<file path="src/rtl/regfile_wb_arbiter_if.sv">
// rtl/regfile_wb_arbiter_if.sv - writeback arbiter request, hazard query and write-port bundle
interface regfile_wb_arbiter_if #(
  parameter int XLEN = 32
);
  logic            a_valid;
  logic [4:0]      a_addr;
  logic [XLEN-1:0] a_data;
  logic            a_ready;
  logic            b_valid;
  logic [4:0]      b_addr;
  logic [XLEN-1:0] b_data;
  logic            b_ready;
  logic            iss_en;
  logic [4:0]      iss_addr;
  logic [4:0]      rs1_addr;
  logic [4:0]      rs2_addr;
  logic            rs1_busy;
  logic            rs2_busy;
  logic            rd_en;
  logic [4:0]      rd_addr;
  logic [XLEN-1:0] rd_data;

  modport slave (
    input  a_valid, a_addr, a_data, b_valid, b_addr, b_data,
    input  iss_en, iss_addr, rs1_addr, rs2_addr,
    output a_ready, b_ready, rs1_busy, rs2_busy, rd_en, rd_addr, rd_data
  );

  modport master (
    output a_valid, a_addr, a_data, b_valid, b_addr, b_data,
    output iss_en, iss_addr, rs1_addr, rs2_addr,
    input  a_ready, b_ready, rs1_busy, rs2_busy, rd_en, rd_addr, rd_data
  );
endinterface

</file>
<file path="src/rtl/regfile_wb_arbiter.sv">
// rtl/regfile_wb_arbiter.sv - round-robin two-source register writeback arbiter with busy scoreboard
module regfile_wb_arbiter #(
  parameter int XLEN = 32
) (
  input logic                 clk,
  input logic                 rst,
  regfile_wb_arbiter_if.slave bus
);

  // last_b_q = 1 means source B won the most recent transfer
  logic            last_b_q, last_b_d;
  logic            rd_en_q, rd_en_d;
  logic [4:0]      rd_addr_q, rd_addr_d;
  logic [XLEN-1:0] rd_data_q, rd_data_d;
  logic [31:0]     busy_q, busy_d;

  logic            a_grant, b_grant;
  logic            a_fire, b_fire, any_fire;
  logic [4:0]      win_addr;
  logic [XLEN-1:0] win_data;
  logic [31:0]     set_mask, clr_mask;

  // Grant: a lone requester wins at once; on contention the source that did not win last time goes.
  // Both grants are forced low while reset is held.
  always_comb begin
    a_grant = 1'b0;
    b_grant = 1'b0;
    if (rst) begin
      a_grant = bus.a_valid && (!bus.b_valid || last_b_q);
      b_grant = bus.b_valid && (!bus.a_valid || !last_b_q);
    end
  end

  assign bus.a_ready = a_grant;
  assign bus.b_ready = b_grant;
  assign a_fire      = bus.a_valid && a_grant;
  assign b_fire      = bus.b_valid && b_grant;
  assign any_fire    = a_fire || b_fire;
  assign win_addr    = a_fire ? bus.a_addr : bus.b_addr;
  assign win_data    = a_fire ? bus.a_data : bus.b_data;

  // Next state: register the winning write (x0 writes are accepted but suppressed), update the scoreboard
  always_comb begin
    last_b_d  = last_b_q;
    rd_en_d   = 1'b0;
    rd_addr_d = rd_addr_q;
    rd_data_d = rd_data_q;
    set_mask  = 32'd0;
    clr_mask  = 32'd0;
    if (a_fire) begin
      last_b_d = 1'b0;
    end else if (b_fire) begin
      last_b_d = 1'b1;
    end
    if (any_fire && (win_addr != 5'd0)) begin
      rd_en_d   = 1'b1;
      rd_addr_d = win_addr;
      rd_data_d = win_data;
      clr_mask  = 32'd1 << win_addr;
    end
    if (bus.iss_en && (bus.iss_addr != 5'd0)) begin
      set_mask = 32'd1 << bus.iss_addr;
    end
    // Set is applied after clear so a same-address issue keeps the bit set
    busy_d = ((busy_q & ~clr_mask) | set_mask) & ~32'd1;
  end

  // State registers; reset leaves B as last winner so A takes the first contention
  always_ff @(posedge clk or negedge rst) begin
    if (!rst) begin
      last_b_q  <= 1'b1;
      rd_en_q   <= 1'b0;
      rd_addr_q <= 5'd0;
      rd_data_q <= '0;
      busy_q    <= 32'd0;
    end else begin
      last_b_q  <= last_b_d;
      rd_en_q   <= rd_en_d;
      rd_addr_q <= rd_addr_d;
      rd_data_q <= rd_data_d;
      busy_q    <= busy_d;
    end
  end

  assign bus.rd_en    = rd_en_q;
  assign bus.rd_addr  = rd_addr_q;
  assign bus.rd_data  = rd_data_q;
  assign bus.rs1_busy = busy_q[bus.rs1_addr];
  assign bus.rs2_busy = busy_q[bus.rs2_addr];

endmodule

</file>
<file path="src/flat_wrapper.sv">
// flat-port wrapper written by rule: the top's interface ports become plain ports
module regfile_wb_arbiter_flat 
#(
  parameter int XLEN = 32
)
  (clk, rst, bus_a_valid, bus_a_addr, bus_a_data, bus_b_valid, bus_b_addr, bus_b_data, bus_iss_en, bus_iss_addr, bus_rs1_addr, bus_rs2_addr, bus_a_ready, bus_b_ready, bus_rs1_busy, bus_rs2_busy, bus_rd_en, bus_rd_addr, bus_rd_data);
  regfile_wb_arbiter_if #(.XLEN(XLEN)) bus_i ();
  input logic clk;
  input logic rst;
  input wire logic [$bits(bus_i.a_valid)-1:0] bus_a_valid;
  input wire logic [$bits(bus_i.a_addr)-1:0] bus_a_addr;
  input wire logic [$bits(bus_i.a_data)-1:0] bus_a_data;
  input wire logic [$bits(bus_i.b_valid)-1:0] bus_b_valid;
  input wire logic [$bits(bus_i.b_addr)-1:0] bus_b_addr;
  input wire logic [$bits(bus_i.b_data)-1:0] bus_b_data;
  input wire logic [$bits(bus_i.iss_en)-1:0] bus_iss_en;
  input wire logic [$bits(bus_i.iss_addr)-1:0] bus_iss_addr;
  input wire logic [$bits(bus_i.rs1_addr)-1:0] bus_rs1_addr;
  input wire logic [$bits(bus_i.rs2_addr)-1:0] bus_rs2_addr;
  output wire logic [$bits(bus_i.a_ready)-1:0] bus_a_ready;
  output wire logic [$bits(bus_i.b_ready)-1:0] bus_b_ready;
  output wire logic [$bits(bus_i.rs1_busy)-1:0] bus_rs1_busy;
  output wire logic [$bits(bus_i.rs2_busy)-1:0] bus_rs2_busy;
  output wire logic [$bits(bus_i.rd_en)-1:0] bus_rd_en;
  output wire logic [$bits(bus_i.rd_addr)-1:0] bus_rd_addr;
  output wire logic [$bits(bus_i.rd_data)-1:0] bus_rd_data;
  assign bus_i.a_valid = bus_a_valid;
  assign bus_i.a_addr = bus_a_addr;
  assign bus_i.a_data = bus_a_data;
  assign bus_i.b_valid = bus_b_valid;
  assign bus_i.b_addr = bus_b_addr;
  assign bus_i.b_data = bus_b_data;
  assign bus_i.iss_en = bus_iss_en;
  assign bus_i.iss_addr = bus_iss_addr;
  assign bus_i.rs1_addr = bus_rs1_addr;
  assign bus_i.rs2_addr = bus_rs2_addr;
  assign bus_a_ready = bus_i.a_ready;
  assign bus_b_ready = bus_i.b_ready;
  assign bus_rs1_busy = bus_i.rs1_busy;
  assign bus_rs2_busy = bus_i.rs2_busy;
  assign bus_rd_en = bus_i.rd_en;
  assign bus_rd_addr = bus_i.rd_addr;
  assign bus_rd_data = bus_i.rd_data;
  regfile_wb_arbiter #(.XLEN(XLEN)) u_core (.clk(clk), .rst(rst), .bus(bus_i));
endmodule
</file>
<file path="config.mk">
export PLATFORM = sky130hd
export DESIGN_NAME = regfile_wb_arbiter_flat
export DESIGN_NICKNAME = d
export VERILOG_FILES = /design/src/rtl/regfile_wb_arbiter_if.sv /design/src/rtl/regfile_wb_arbiter.sv /design/src/flat_wrapper.sv
export SDC_FILE = /design/constraint.sdc
export NUM_CORES = 1
export LEC_CHECK = 0
export CORE_MARGIN = 5
export CORE_UTILIZATION = 29
export DETAILED_ROUTE_END_ITERATION = 16
export SLEW_MARGIN = 20
export SYNTH_ARGS = -nofsm -noshare
export SYNTH_HDL_FRONTEND = slang
export SYNTH_SLANG_ARGS = --single-unit
</file>
<file path="constraint.sdc">
create_clock -name clk -period 2.55 [get_ports clk]
set_input_delay 0.51 -clock clk [delete_from_list [all_inputs] [get_ports clk]]
set_output_delay 0.51 -clock clk [all_outputs]
set_load 0.05 [all_outputs]
</file>
==> impl_results.md, run 1 <==
- Status: completed
- Critical Path AT: roughly 1.9 ns
- Root buffer cell: clkbuf_16
- Post-layout min period: ~2.4 ns
- Max Fclk: approximately 410 MHz
- Avg Cell Area, Syn: about 11 sq um
- Clock Latency Late Sink: ~0.33 ns
- PD cells: between 600 and 700 nW/um^2
- Synth warnings: 0
- Post-Route WL: ~14 mm
- Die area: between 15000 and 20000 sq um
- GPL Wtd Cong: just under 0.9
- Worst setup EP type: primary output
- RSZ-0062 raised after global routing: no
- Total leakage power: about 2.7 nW
- Worst-Margin Slew: 1.11 ns
- Setup bufs post-CTS: 0
- ANT cells: 0
- # rows: 46
- Post-DP HPWL: ~11 mm
- First-pass DRT Iterations: 5
- Met1 usage: 19.7%
- Initial antenna violation count: 0
- Die X: around 140 um
- Simple-Gate Fraction of Synth Area: a little under an eighth
- Post-Syn Area: roughly 4600 sq um
- Max IR drop VDD: 0.360 mV
- Final period util: around 96%
- Max clock buf depth: 2
- Layout Area Growth over Synthesis: 46.1%
- Synth Area in Compound Gates: 18.1%
- Max Clock Skew: around 0.0057 ns
- Clk slew on worst S/H paths: ~0.05 ns
- Initial core utilization: between 20 and 30%
- Pin count of the biggest net entering global routing: 72
- Max cap viols: 0
- Cells after synthesis: 432
- Met2 Track Usage GR: 23.8%
- Gr ovfl total: 0
- Cells after DPL: between 700 and 800
- First-pass GRT wire length: approximately 22 mm
- Non-Filler Instances: between 800 and 900
- Yosys reg bits: 70
- CP Cell Sequence: clkdlybuf4s50_1 -> buf_4 -> mux2i_1 -> a22oi_1 -> nand3_1 -> nand4_1 -> buf_4
- WL/cell: roughly 17 um
- Commonest non-fill, non-tap cell in the layout: clkdlybuf4s50_1
- Vias in the first global route: between 4000 and 5000
- FFs w/ async S/R, synth: 100%
- Largest family of logic cells by synthesized area: multiplexers
- CTS Buf Count: 9
- # fillers: approximately 1500
- Final hold vios: 0
- Vias per cell: about 4.9
- Post-route ant nets: 0
- Final Slew Violations: 0
- Grt peak-use layer: met2
- Post-Synth XOR/XNOR Area: 0%
- Post-Syn Nets: about 530
- H-tree depth: 3
- DR DRC count: 0
- Type of origin of the critical path: input pin
- Met3 Use GR: under 10%
- Io pins: ~140
- Post-Synth Adder-Cell Area: 0%
- Most used cell, CP: buf_4
- EDFF count, synth: 0
- Netlist cell types: 45
- CP max stage cell: clkdlybuf4s50_1
- Sinks on the clock net: 70
- Placeable Area: approximately 16000 sq um
- Register area share after synthesis: a little under two fifths
- Port Buffers: 135
- Total track usage: 15.1%
- Max FO, Critical Path: 8
- CTS tree: built
- Multiplexer area fraction after synthesis: 25.8%
- Via Count: between 3000 and 4000
- Die height: roughly 140 um
- HP Class: in2async
- Share of cells above drive strength 1: 23.8%
- Nets: 678
- CP peak stage delay: around 0.46 ns
- Rel. slew slack: approximately 26%
- Commonest non-fill, non-tap cells in the layout: clkdlybuf4s50_1 (126), dfrtp_1 (69), mux2_2 (42), inv_1 (35), buf_4 (32)
- Main flop type after synthesis: dfrtp_1
- R2R setup slack: approximately 0.48 ns
- Crit path kind: in2out
- Post-route setup TNS: 0 ns
- Setup violations, final: 0
- Starting DRT DRC Count: 164
- Critical Path RT: between 2 and 2.5 ns
-- path summary, 6_finish.rpt --
path / from / endpoint / depth (start not counted)
max in group asynchronous: rst / u_core.busy_q[11]$_DFF_PN0_ / 2
max: bus_rs1_addr[2] / bus_rs1_busy / 7
min reg2reg: u_core.bus.rd_data[16]$_DFFE_PN0P_ / u_core.bus.rd_data[16]$_DFFE_PN0P_ / 1
min: rst / u_core.bus.rd_data[20]$_DFFE_PN0P_ / 2
max reg2reg: u_core.last_b_q$_DFFE_PN1P_ / u_core.busy_q[4]$_DFF_PN0_ / 4
min in group clk: u_core.bus.rd_data[16]$_DFFE_PN0P_ / u_core.bus.rd_data[16]$_DFFE_PN0P_ / 1
-- worst max-delay path, delay by kind of cell --
family / cells / cell delay, ns
AOI/OAI and AO/OA: 1 / 0.13
and+or+nand+nor: 2 / 0.21
muxes: 1 / 0.24
buffers and inverters: 3 / 0.85
-- metrics by stage --
stage,total power [W],area [sq um],hold slack (ns),worst slack [ns],utilization [%]
after floorplan,0.00259,4580,0.214,0.120,-
after global placement,0.00323,6360,0.339,-0.156,40.6
after CTS,0.00463,6680,0.510,0.0350,42.7
final,0.00458,6680,0.495,0.110,42.7
after detailed placement,0.00327,6360,0.337,-0.231,40.6
after global routing,0.00482,6680,0.512,0.00358,42.7
-- metal layers --
layer / routed length, um / up-vias
li1: - / 1934
met1: 6050 / 1893
met2: 6220 / 130
met3: 1150 / 8
met4: 131 / 0
met5: 0 / -
-- report_power, final --
group | internal [W] | total, W | switching [W]
clock network | 0.000880 | 0.00133 | 0.000453
logic | 0.000767 | 0.00168 | 0.000912
registers | 0.00137 | 0.00157 | 0.000205
total | 0.00301 | 0.00458 | 0.00157
-- synthesized netlist by cell type, drive strengths merged (7+ instances only) --
cell type	instances	area (sq um)
buf	12	82.6
o211ai	13	97.6
o2111ai	12	105
o21ai	15	75.1
o22ai	13	81.3
a21oi	7	35.0
mux2i	15	150
or4	14	105
inv	35	131
nand2	27	104
clkbuf	16	60.1
dfrtp	69	1730
nand2b	13	81.3
nor2b	13	81.3
mux2	70	893
a211oi	30	225
nor2	13	51.3
-- cell families (layout without fill, tap and decap cells) --
group | Yosys count | after routing
and+or+nand+nor | 97 | 97
buffers and inverters | 63 | 220
muxes | 91 | 91
AOI/OAI and AO/OA | 111 | 111
DFF | 70 | 70
-- cell type report --
class	count	area, sq um	area share [%]
timing repair buffer	169	1660	24.8
multi-input combinational	299	2550	38.2
inverter	35	131	1.97
sequential	70	1750	26.2
clock buffer	12	246	3.69
tap	216	270	4.04
clock inverter	4	70.1	1.05
-- state kept, by name (all words and copies together), names as in the netlist --
signal	count
u_core.busy_q	31
u_core.bus.rd_addr	5
u_core.bus.rd_data	32
u_core.bus.rd_en	1
u_core.last_b_q	1
-- timing repair --
| item | 4_1_cts | 5_1_grt |
|---|---|---|
| hold endpoints to repair | 1 | 0 |
| hold buffers | 1 | 0 |
| setup endpoints to repair | 2 | 2 |
| resized for setup | 3 | 4 |
No activity file was read; power rests on OpenSTA's default activity.
==> inputs of run 2 (changes only) <==
==> constraint.sdc (replaced) <==
create_clock -name clk -period 2.2 [get_ports clk]
set_input_delay 0.44 -clock clk [delete_from_list [all_inputs] [get_ports clk]]
set_output_delay 0.44 -clock clk [all_outputs]
set_load 0.05 [all_outputs]
==> run 2 against run 1 <==
Compared with the run above:
- the run now ends with setup timing left
- combinational power up 23%
- total power rose by 20%
- clock skew fell by 0.0021 ns
- routed wire length increased by 3.9%
- sequential power rose by 17%
- via count grew 2.2%
- critical path type is now reg2out
- critical endpoint unchanged
- highest routed layer unchanged
==> impl_results.md, run 2 (same netlist as run 1, synthesis figures left out) <==
- CP peak stage delay: 0.48 ns (was 0.46 ns)
- Commonest non-fill, non-tap cells in the layout: clkdlybuf4s50_1 (123), dfrtp_1 (69), buf_4 (43), mux2_2 (42), inv_1 (35) (was clkdlybuf4s50_1 (126), dfrtp_1 (69), mux2_2 (42), inv_1 (35), buf_4 (32))
- Layout Area Growth over Synthesis: 52.3% (was 46.1%)
- CP max stage cell: mux4_2 (was clkdlybuf4s50_1)
- Cells after DPL: 801 (was 788)
- Non-Filler Instances: 823 (was 805)
- Via Count: 4053 (was 3965)
- Clock Latency Late Sink: 0.33 ns (about the same)
- Max FO, Critical Path: 3 (was 8)
- Port Buffers: 135 (unchanged)
- FF-to-FF Start: u_core.last_b_q$_DFFE_PN1P_ (unchanged)
- Critical Path RT: 1.76 ns (was 2.04 ns)
- Rel. slew slack: 63.8% (was 25.7%)
- Setup ws final: -0.0143 ns (was 0.110 ns)
- Final hold vios: 0 (unchanged)
- Final period util: 101%
- Post-DP HPWL: 11.0 mm (was 10.6 mm)
- Setup violations, final: 2 (was 0)
- Io pins: 136 (unchanged)
- Worst setup EP type: primary output (unchanged)
- Sinks on the clock net: 70 (unchanged)
- Buffers & Inverters on Critical Path: 1 (was 3)
- Area of the multi-input gates: 2620 sq um (was 2550 sq um)
- Die X: 136 um (unchanged)
- Total track usage: 15.6% (was 15.1%)
- Nets: 696 (was 678)
- Commonest non-fill, non-tap cell in the layout: clkdlybuf4s50_1 (unchanged)
- Critical Path AT: 1.77 ns (was 1.93 ns)
- Type of origin of the critical path: register (was input pin)
- Placeable Area: 15700 sq um (unchanged)
- First-pass DRT Iterations: 4 (was 5)
- ANT cells: 0 (unchanged)
- CTS tree: built (unchanged)
- H-tree depth: 3 (unchanged)
- Root buffer cell: clkbuf_16 (unchanged)
- Post-layout min period: 2.21 ns
- Max cap viols: 0 (unchanged)
- # fillers: 1512 (was 1530)
- Post-route ant nets: 0 (unchanged)
- Levels on crit path: 5 (was 7)
- Die area: 18400 sq um (unchanged)
- Register area: 1750 sq um (unchanged)
- GPL Wtd Cong: 0.817 (was 0.865)
- HP Class: in2async (unchanged)
- Final Slew Violations: 0 (unchanged)
- Worst-Margin Slew: 0.541 ns (was 1.11 ns)
- Max clock buf depth: 2 (unchanged)
- Share of cells above drive strength 1: 28.5% (was 23.8%)
- Clk slew on worst S/H paths: 0.06 ns (was 0.05 ns)
- Starting DRT DRC Count: 151 (was 164)
- RSZ-0062 raised after global routing: yes (was no)
- R2R depth: 5 (was 4)
- Status: finished with violations (was completed)
- First-pass GRT wire length: 22.8 mm (was 21.9 mm)
- Max IR drop VDD: 0.380 mV (was 0.360 mV)
- Pin count of the biggest net entering global routing: 42 (was 72)
- Vias per cell: 4.92 (was 4.93)
- Initial core utilization: 29.2% (unchanged)
- Max Clock Skew: 0.00355 ns (was 0.00569 ns)
- Max FFs per register: 32 (unchanged)
- Die height: 136 um (unchanged)
- Vias in the first global route: 4448 (was 4244)
- R2R setup slack: 0.10 ns (was 0.48 ns)
- DR DRC count: 0 (unchanged)
- Failing checks: setup timing
- # rows: 46 (unchanged)
- CTS Buf Count: 9 (unchanged)
- Cts hold-fix bufs: 0 (was 1)
- Post-Route WL: 14.1 mm (was 13.6 mm)
- Crit path kind: reg2out (was in2out)
- Largest delay share family, worst path: multiplexers (was buffers and inverters)
- Worst hold slack: 0.175 ns (was 0.495 ns)
- Reg-to-Reg End: u_core.busy_q[26]$_DFF_PN0_ (was u_core.busy_q[4]$_DFF_PN0_)
- Gr ovfl total: 0 (unchanged)
- WL/cell: 17.1 um (was 16.8 um)
- PD cells: 789 nW/um^2 (was 686 nW/um^2)
- Initial antenna violation count: 0 (unchanged)
- CP Cell Sequence: mux4_2 -> nand2b_4 -> o2111ai_2 -> nand4_1 -> buf_6 (was clkdlybuf4s50_1 -> buf_4 -> mux2i_1 -> a22oi_1 -> nand3_1 -> nand4_1 -> buf_4)
- Total leakage power: 2.86 nW (was 2.70 nW)
- Max Fclk: around 450 MHz
-- run 2: changes by cell type in the layout (fill, tap and decap cells not counted), moves of 2 or more --
cell,previous run,this run
a211oi_2,0,2
clkdlybuf4s50_1,126,123
buf_2,0,2
buf_12,5,8
buf_4,32,43
buf_6,1,4
clkbuf_1,2,0
a211oi_1,30,28
nand2b_4,0,4
nand2b_1,13,9
o2111ai_2,0,2
o2111ai_1,12,10
-- run 2: worst max-delay path by stage --
stage	from	endpoint	slack, ns
after floorplan	bus_rs1_addr[0]	bus_rs1_busy	-0.0006
after global placement	bus_rs2_addr[0]	bus_rs2_busy	-0.36
after detailed placement	bus_rs1_addr[0]	bus_rs1_busy	-0.45
after CTS	u_core.busy_q[7]$_DFF_PN0_	bus_rs1_busy	-0.05
after global routing	u_core.busy_q[23]$_DFF_PN0_	bus_rs2_busy	-0.06
final	u_core.busy_q[23]$_DFF_PN0_	bus_rs1_busy	-0.01
-- run 2: what timing repair did --
action | 4_1_cts | 5_1_grt
cloned | 2 | 0
pin swaps | 9 | 3
gates resized for setup | 22 | 8
setup endpoints to repair | 4 | 39
setup buffers | 3 | 1
-- run 2: cell type report --
| class | instances | share of cell area, % |
|---|---|---|
| clock buffers | 11 | 3.63 |
| clock inverters | 5 | 1.17 |
| multi-input cells | 299 | 37.6 |
| repair buffers | 187 | 26.6 |
| inverters | 35 | 1.89 |
| flip-flops and latches | 70 | 25.2 |
| well taps | 216 | 3.88 |
-- run 2: power breakdown --
group | internal (W) | switching [W] | leakage (nW)
registers | 0.00158 | 0.000245 | 0.788
logic | 0.000967 | 0.00109 | 1.91
clock network | 0.00105 | 0.000558 | 0.162
total | 0.00360 | 0.00189 | 2.86
-- run 2: per-layer routing --
layer / track usage (%) / share of wire [%] / up-vias / routed length, um
li1: - / - / 1967 / -
met1: 20.6 / 46 / 1922 / 6430
met2: 25.0 / 45 / 148 / 6310
met3: 4.31 / 8.0 / 16 / 1130
met4: 4.98 / 1.6 / 0 / 223
met5: 0 / 0 / - / 0
-- run 2: stage by stage --
| stage | worst slack (ns) | TNS [ns] | util (%) | total power (W) | cell area, sq um |
|---|---|---|---|---|---|
| 4_1_cts | -0.0513 | -0.0574 | 44.4 | 0.00553 | 6950 |
| 5_1_grt | -0.0640 | -0.126 | 44.5 | 0.00575 | 6970 |
| 3_3_place_gp | -0.364 | -12.66 | 41.5 | 0.00378 | 6490 |
| 3_5_place_dp | -0.448 | -15.25 | 41.5 | 0.00383 | 6490 |
| 2_1_floorplan | -0.000585 | -0.00117 | - | 0.00302 | 4640 |
| 6_report | -0.0143 | -0.0179 | 44.5 | 0.00549 | 6970 |
